`src/rtl/pg_pkg.sv`:
```
// pg_pkg -- shared mode encodings and helpers for the pg_addacc block.
// Rev 1.0
`default_nettype none

package pg_pkg;

  localparam int MODE_W = 2;

  typedef enum logic [MODE_W-1:0] {
    MODE_ADD  = 2'b00,
    MODE_SUB  = 2'b01,
    MODE_ACC  = 2'b10,
    MODE_LOAD = 2'b11
  } mode_e;

  // True for the modes whose result is written back into the accumulator.
  function automatic logic writes_acc(input mode_e m);
    return (m == MODE_ACC) || (m == MODE_LOAD);
  endfunction

endpackage

`default_nettype wire

```
`src/rtl/pg_addacc_tt.sv`:
```
// pg_addacc_tt -- pin-level wrapper: ui_in/uio_in carry the operands, rst_n
// is the active-low board reset. Rev 1.0
`default_nettype none

module pg_addacc_tt (
  input  logic        clk,
  input  logic        rst_n,
  input  logic [7:0]  ui_in,
  input  logic [7:0]  uio_in,
  input  logic [3:0]  ctrl_in,
  output logic [7:0]  uo_out,
  output logic [3:0]  status_out,
  output logic [15:0] count_out
);

  // ctrl_in = {out_ready, in_valid, mode[1:0]}; status_out = {in_ready, out_valid, carry, ovf}
  pg_addacc #(
    .WIDTH (8),
    .SAT   (0),
    .CNTW  (16)
  ) u_core (
    .clk       (clk),
    .rst       (!rst_n),
    .in_valid  (ctrl_in[2]),
    .in_ready  (status_out[3]),
    .a         (ui_in),
    .b         (uio_in),
    .mode      (ctrl_in[1:0]),
    .out_valid (status_out[2]),
    .out_ready (ctrl_in[3]),
    .result    (uo_out),
    .carry     (status_out[1]),
    .ovf       (status_out[0]),
    .op_count  (count_out)
  );

endmodule

`default_nettype wire

```
`src/rtl/pg_alu.sv`:
```
// pg_alu -- combinational add/sub/accumulate/load with wrap or saturate.
// Rev 1.0
`default_nettype none

module pg_alu
  import pg_pkg::*;
#(
  parameter int WIDTH = 8,
  parameter int SAT   = 0
) (
  input  logic [WIDTH-1:0]  op_a_i,
  input  logic [WIDTH-1:0]  op_b_i,
  input  logic [WIDTH-1:0]  acc_i,
  input  logic [MODE_W-1:0] mode_i,
  output logic [WIDTH-1:0]  result_o,
  output logic              carry_o,
  output logic              ovf_o
);

  mode_e            w_mode;
  logic [WIDTH:0]   w_sum;
  logic [WIDTH:0]   w_diff;
  logic [WIDTH-1:0] w_raw;
  logic [WIDTH-1:0] w_clip;

  assign w_mode = mode_e'(mode_i);

  // ACC reuses the adder with the accumulator as the left operand.
  assign w_sum  = (w_mode == MODE_ACC) ? ({1'b0, acc_i} + {1'b0, op_a_i})
                                       : ({1'b0, op_a_i} + {1'b0, op_b_i});
  assign w_diff = {1'b0, op_a_i} - {1'b0, op_b_i};

  always_comb begin
    w_raw   = op_a_i;
    w_clip  = '0;
    carry_o = 1'b0;
    unique case (w_mode)
      MODE_ADD, MODE_ACC: begin
        w_raw   = w_sum[WIDTH-1:0];
        w_clip  = '1;
        carry_o = w_sum[WIDTH];
      end
      MODE_SUB: begin
        w_raw   = w_diff[WIDTH-1:0];
        w_clip  = '0;
        carry_o = w_diff[WIDTH];
      end
      MODE_LOAD: begin
        w_raw   = op_a_i;
        w_clip  = op_a_i;
        carry_o = 1'b0;
      end
    endcase
  end

  // Whenever the unclipped operation carries or borrows, saturation clips it.
  assign result_o = ((SAT != 0) && carry_o) ? w_clip : w_raw;
  assign ovf_o    = carry_o;

endmodule

`default_nettype wire

```
`src/rtl/pg_addacc.sv`:
```
// pg_addacc -- handshaked ALU with one-entry output register, accumulator
// and accepted-beat counter. Rev 1.0
`default_nettype none

module pg_addacc
  import pg_pkg::*;
#(
  parameter int WIDTH = 8,
  parameter int SAT   = 0,
  parameter int CNTW  = 16
) (
  input  logic             clk,
  input  logic             rst,
  input  logic             in_valid,
  output logic             in_ready,
  input  logic [WIDTH-1:0] a,
  input  logic [WIDTH-1:0] b,
  input  logic [1:0]       mode,
  output logic             out_valid,
  input  logic             out_ready,
  output logic [WIDTH-1:0] result,
  output logic             carry,
  output logic             ovf,
  output logic [CNTW-1:0]  op_count
);

  logic             out_valid_q, out_valid_d;
  logic [WIDTH-1:0] result_q, result_d;
  logic             carry_q, carry_d;
  logic             ovf_q, ovf_d;
  logic [WIDTH-1:0] acc_q, acc_d;
  logic [CNTW-1:0]  cnt_q, cnt_d;

  logic             w_accept;
  logic [WIDTH-1:0] w_alu_result;
  logic             w_alu_carry;
  logic             w_alu_ovf;

  pg_alu #(
    .WIDTH (WIDTH),
    .SAT   (SAT)
  ) u_alu (
    .op_a_i   (a),
    .op_b_i   (b),
    .acc_i    (acc_q),
    .mode_i   (mode),
    .result_o (w_alu_result),
    .carry_o  (w_alu_carry),
    .ovf_o    (w_alu_ovf)
  );

  // Register may refill in the same cycle it drains, so flow never bubbles.
  assign in_ready = !rst && (!out_valid_q || out_ready);
  assign w_accept = in_valid && in_ready;

  always_comb begin
    out_valid_d = out_valid_q;
    result_d    = result_q;
    carry_d     = carry_q;
    ovf_d       = ovf_q;
    acc_d       = acc_q;
    cnt_d       = cnt_q;
    if (w_accept) begin
      out_valid_d = 1'b1;
      result_d    = w_alu_result;
      carry_d     = w_alu_carry;
      ovf_d       = w_alu_ovf;
      cnt_d       = cnt_q + CNTW'(1);
      if (writes_acc(mode_e'(mode))) begin
        acc_d = w_alu_result;
      end
    end else if (out_ready) begin
      out_valid_d = 1'b0;
    end
  end

  always_ff @(posedge clk) begin
    if (rst) begin
      out_valid_q <= 1'b0;
      result_q    <= '0;
      carry_q     <= 1'b0;
      ovf_q       <= 1'b0;
      acc_q       <= '0;
      cnt_q       <= '0;
    end else begin
      out_valid_q <= out_valid_d;
      result_q    <= result_d;
      carry_q     <= carry_d;
      ovf_q       <= ovf_d;
      acc_q       <= acc_d;
      cnt_q       <= cnt_d;
    end
  end

  assign out_valid = out_valid_q;
  assign result    = result_q;
  assign carry     = carry_q;
  assign ovf       = ovf_q;
  assign op_count  = cnt_q;

endmodule

`default_nettype wire
```
`config.mk`:
```
export PLATFORM = sky130hd
export DESIGN_NAME = pg_addacc_tt
export DESIGN_NICKNAME = d
export VERILOG_FILES = /design/src/rtl/pg_pkg.sv /design/src/rtl/pg_addacc_tt.sv /design/src/rtl/pg_alu.sv /design/src/rtl/pg_addacc.sv
export SDC_FILE = /design/constraint.sdc
export NUM_CORES = 1
export LEC_CHECK = 0
export BUFFER_PORTS_ARGS = -buffer_cell sky130_fd_sc_hd__buf_2
export CAP_MARGIN = 20
export CORE_ASPECT_RATIO = 1.25
export CORE_MARGIN = 2
export CORE_UTILIZATION = 61
export CTS_BUF_LIST = sky130_fd_sc_hd__clkbuf_4
export DETAILED_ROUTE_END_ITERATION = 7
export GPL_ROUTABILITY_DRIVEN = 0
export HOLD_SLACK_MARGIN = 0.12
export PLACE_DENSITY = 0.88
export SLEW_MARGIN = 10
export SYNTH_ARGS = -nofsm -noshare
export SYNTH_HDL_FRONTEND = slang
export SYNTH_SLANG_ARGS = --single-unit
```
`constraint.sdc`:
```
create_clock -name clk -period 8 [get_ports clk]
set_clock_uncertainty 0.05 [all_clocks]
set_input_delay 2 -clock clk [delete_from_list [all_inputs] [get_ports clk]]
set_output_delay 2 -clock clk [all_outputs]
set_load 0.01 [all_outputs]
```
---- After elaboration in Yosys (flattened, before gate mapping) ----
Cells that the tools add are included.
storage, ports and cells
  register bits after elaboration ......... 34
  bits in latches ......................... 0
  RAM bits ................................ 0
  memory bits (read-only) ................. 0
  input bits .............................. 22
  output and inout bits ................... 28
  word-level logic and storage cells ...... 26
  memories kept ........................... 0
cells by class
  $add $sub $neg .......................... 4
  multipliers ............................. 0
  divide/modulo/power cells ............... 0
  magnitude comparators ................... 0
  equal/unequal tests ..................... 3
  shift-type cells ........................ 0
  multiplexer cells ....................... 5
  bitwise operators ....................... 0
  reductions and logical operators ........ 9
operators with widths
  operator               number
  $pmux 8 s3             1
  $add 8x8->9            2
  $add 16x1->16 const B  1
  $mux 9                 1
  $sub 8x8->9            1
  $eq 2x2->1 const B     2
  $pmux 1 s3             1
  $eq 2x1->1 const B     1
  $logic_and 1x1->1      2
  $logic_not 2->1        1
  $logic_or 1x1->1       2
  $mux 1                 2
  $reduce_and 2->1       1
  $reduce_bool 2->1      1
  $reduce_or 2->1        1
  $logic_not 1->1        1

---- Logic depth before layout (Yosys ltp) ----
  word-level depth ........................ 5
  gate-level depth with buffers ........... 12
  depth with buffers taken out ............ 11

---- Hierarchy ----
From an unflattened synthesis, not the netlist that was laid out.
second synthesis, totals
  cell total of the unflattened synthesis .. 315
  area, all modules ....................... 2434.8 um^2
modules (own cells, without submodules)
  module        times used  cells each  area each (um^2)  sequential area each (um^2)
  pg_addacc     1           175         1488.9            700.7
  pg_alu        1           139         942.2             0.0
  pg_addacc_tt  1           1           3.8               0.0

---- Worst setup path before layout ----
No wires, ideal clock.
  kind .................................... input -> output
  from .................................... input port rst_n
  to ...................................... output port status_out[3]
  data arrival time ....................... 2.707 ns
  required time ........................... 5.950 ns
  path slack .............................. 3.243 ns
  stages .................................. 4
  path buffers ............................ 3
  path through ............................ clkbuf_1 -> buf_1 -> and2_1 -> buf_4
between the ends
  word-level cells in the longest chain between the ends .. 1
ends and longest elaborated chain
  item               line                text
  start, declared    pg_addacc_tt.sv:7   input logic rst_n,
  $logic_and 1x1->1  pg_addacc.sv:53     assign in_ready = !rst && (!out_valid_q || out_ready);
  end, declared      pg_addacc_tt.sv:12  output logic [3:0] status_out,
No other way between the ends.

---- Worst setup path after layout ----
Ends and elaborated chain as after synthesis.

==> metrics.txt <==
Worst-path clk slew=0.11 ns; Internal Power=289.1 uW; Worst Max-Slew Pin Slew=0.8715 ns; maximum root-to-sink buffer count=2; Die Area=0.004306 sq mm; ys flop type=dfxtp_1; startpoint types=input port; vias in the first global route=1916; FF+latch count, synth=34; critical-path maximum fanout=38; Area Overhead vs Synth=13.14%; standby leakage power=1.225 nW; maximum VDD drop=0.07358 mV; DP Cell Count=353; Nets=362; Synth area leaders=dfxtp_1 29%, ha_1 9.7%, o21ai_0 5.8%, xnor2_1 4.9%, and2_1 4.1%; DR iter-0 viols=78; Seq/Total Area, Yosys=29.41%; Synth Warn #=0; clock root cell=clkbuf_4; Post-Syn Area=0.002315 sq mm; # setup viols final=0; Sw Pwr=126.5 uW; critical path required time=5.95 ns; commonest cells after routing, fill and taps aside=49 x buf_2, 34 x dfxtp_1, 27 x o21ai_0, 24 x nand2_1, 18 x ha_1; vias per cell=5.867; Critical Path AT=2.74 ns; Highest Clock Rate=208.6 MHz; Final Slew Violations=0; kind of critical path=input port to primary output; Hold WS=0.4151 ns; vias=2118; drt wl/cell=13.83 microns; Seq pwr share=44.0%; Rel. slew slack=41.74%; share of async-settable or async-resettable flops after synthesis=0%; Total Negative Setup Slacks=0 ns; layout cells sized above 1=21.18%; Comb pwr share=25.1%; Yosys top cell by area=dfxtp_1; Synth Net Count=321; core box area=0.003722 sq mm; largest net degree at the start of global routing=39; first-pass GRT wire length=8.404 mm; post-DP HPWL=3.917 mm; All-Layer GR Usage=24.88%; Syn Area/Cell=8.296 sq um; leading cell type in the layout, fill and taps excluded=buf_2; wirelength, routed=4.992 mm; fin crit share=59.93%; RSZ-0062 raised after global routing=false; drt drc=0; TritonCTS clock tree=yes; Skew-Pair Late Insertion Delay=0.34 ns; Post-CTS Hold Buffers=0; I/O Buffers=49; Clock power frac=30.9%; Top Ports=50; row count=25; H-tree Lvls=2; share of the synthesized area in the top cell type=29.41%; ANT nets after route=0; grt ovf=0; cts repair resizes=0; Starting Density=62.18%; clock sinks=34; Net Sw Frac=30.45%; area occupied by multi-input gates=0.001508 sq mm; status=finished, final reports clean; fillcell total=301; Synth cell types=48; initial antenna violation count=0; EDFF count, synth=0; CTS buffer count=5; Die Wd=59.10 microns; Power Density=158.7 mW/mm^2; CP endpoint kind=primary output; Antenna diodes=0; hold crit path type=flop to flop; drt pass-1 iters=4; Tmin final=4.794 ns; cell count after synthesis=279; die height=72.87 microns; Final Hold Fails=0; Storage cell area=680.7 sq um; Post-CTS Setup Bufs=0; Final Non-Filler Cells=361; Max Cap Viol=0
[metrics by stage]
stage                     utilization, %  cell area, sq um  power [mW]  setup slack [ns]
final                              70.35              2619      0.4156             3.206
after global placement             68.13              2536      0.2865             3.113
after CTS                          70.35              2619      0.4181             3.196
after floorplan                        -              2315      0.2628             3.243
after global routing               70.35              2619      0.4386             3.140
after detailed placement           68.13              2536      0.2906             3.058
[layout make-up]
cell class / instances / share of cell area, %
Clock inverter: 3 / 1.720
Clock buffer: 5 / 1.433
Timing Repair Buffer: 49 / 9.365
Sequential cell: 34 / 25.99
Tap cell: 40 / 1.911
Multi-Input combinational cell: 216 / 57.57
Inverter: 14 / 2.007
[metal layers]
| layer | up-vias | global-route usage (%) | routed length (microns) |
|---|---|---|---|
| met1 | 979 | 32.26 | 2239 |
| li1 | 1078 | - | - |
| met5 | - | 0 | 0 |
| met2 | 55 | 42.59 | 2509 |
| met3 | 6 | 3.014 | 178 |
| met4 | 0 | 7.828 | 65 |
[worst max-delay path: stages]
cell	delay [ns]
buf_2	0.42
and2_1	0.20
buf_2	0.12
[sequential cells by signal, indices dropped and copies added (netlist names)]
register / count
u_core.op_count: 16
u_core.ovf: 1
u_core.result: 8
u_core.acc_q: 8
u_core.out_valid: 1
[kinds of logic (layout without fill, tap and decap cells)]
logic type	after synthesis	count (layout)	share of synthesized area, %
AND/OR/NAND/NOR	89	89	20.11
AO/OA/AOI/OAI	77	77	21.19
flip-flops	34	34	29.41
buffers and inverters	29	71	5.459
adder cells (fa/ha/maj)	20	20	11.46
XOR/XNOR	19	19	7.189
multiplexers	11	11	5.189
[final timing paths]
path	startpoint	to	slack [ns]	depth (start not counted)
setup / recovery	rst_n	status_out[3]	3.21	3
hold / removal	u_core.result[7]$_SDFFE_PN0P_	u_core.result[7]$_SDFFE_PN0P_	0.42	2
setup reg to reg	u_core.acc_q[0]$_SDFFE_PN0P_	u_core.ovf$_SDFFE_PN0P_	5.54	8
hold reg to reg	u_core.result[7]$_SDFFE_PN0P_	u_core.result[7]$_SDFFE_PN0P_	0.42	2
[power by group through the flow]
stage / combinational, mW / sequential (mW) / clock, mW
after CTS: 0.104 / 0.183 / 0.131
after detailed placement: 0.104 / 0.186 / 0
after global placement: 0.100 / 0.186 / 0
after floorplan: 0.0747 / 0.188 / 0
final: 0.104 / 0.183 / 0.128
after global routing: 0.118 / 0.184 / 0.137
[synth_stat cells, drive strengths merged (3+ instances only)]
cell and count:
a211oi 4, a21boi 3, a21o 4, a21oi 12, a311oi 3, and2 15
and3 3, buf 7, clkbuf 8, dfxtp 34, ha 18, inv 14
mux2 8, mux2i 3, nand2 24, nand3 16, nor2 11, nor2b 4
nor3 4, nor4 3, o211ai 4, o21ai 29, o22ai 3, xnor2 13
xor2 6
No activity file was read; power rests on OpenSTA's default activity.
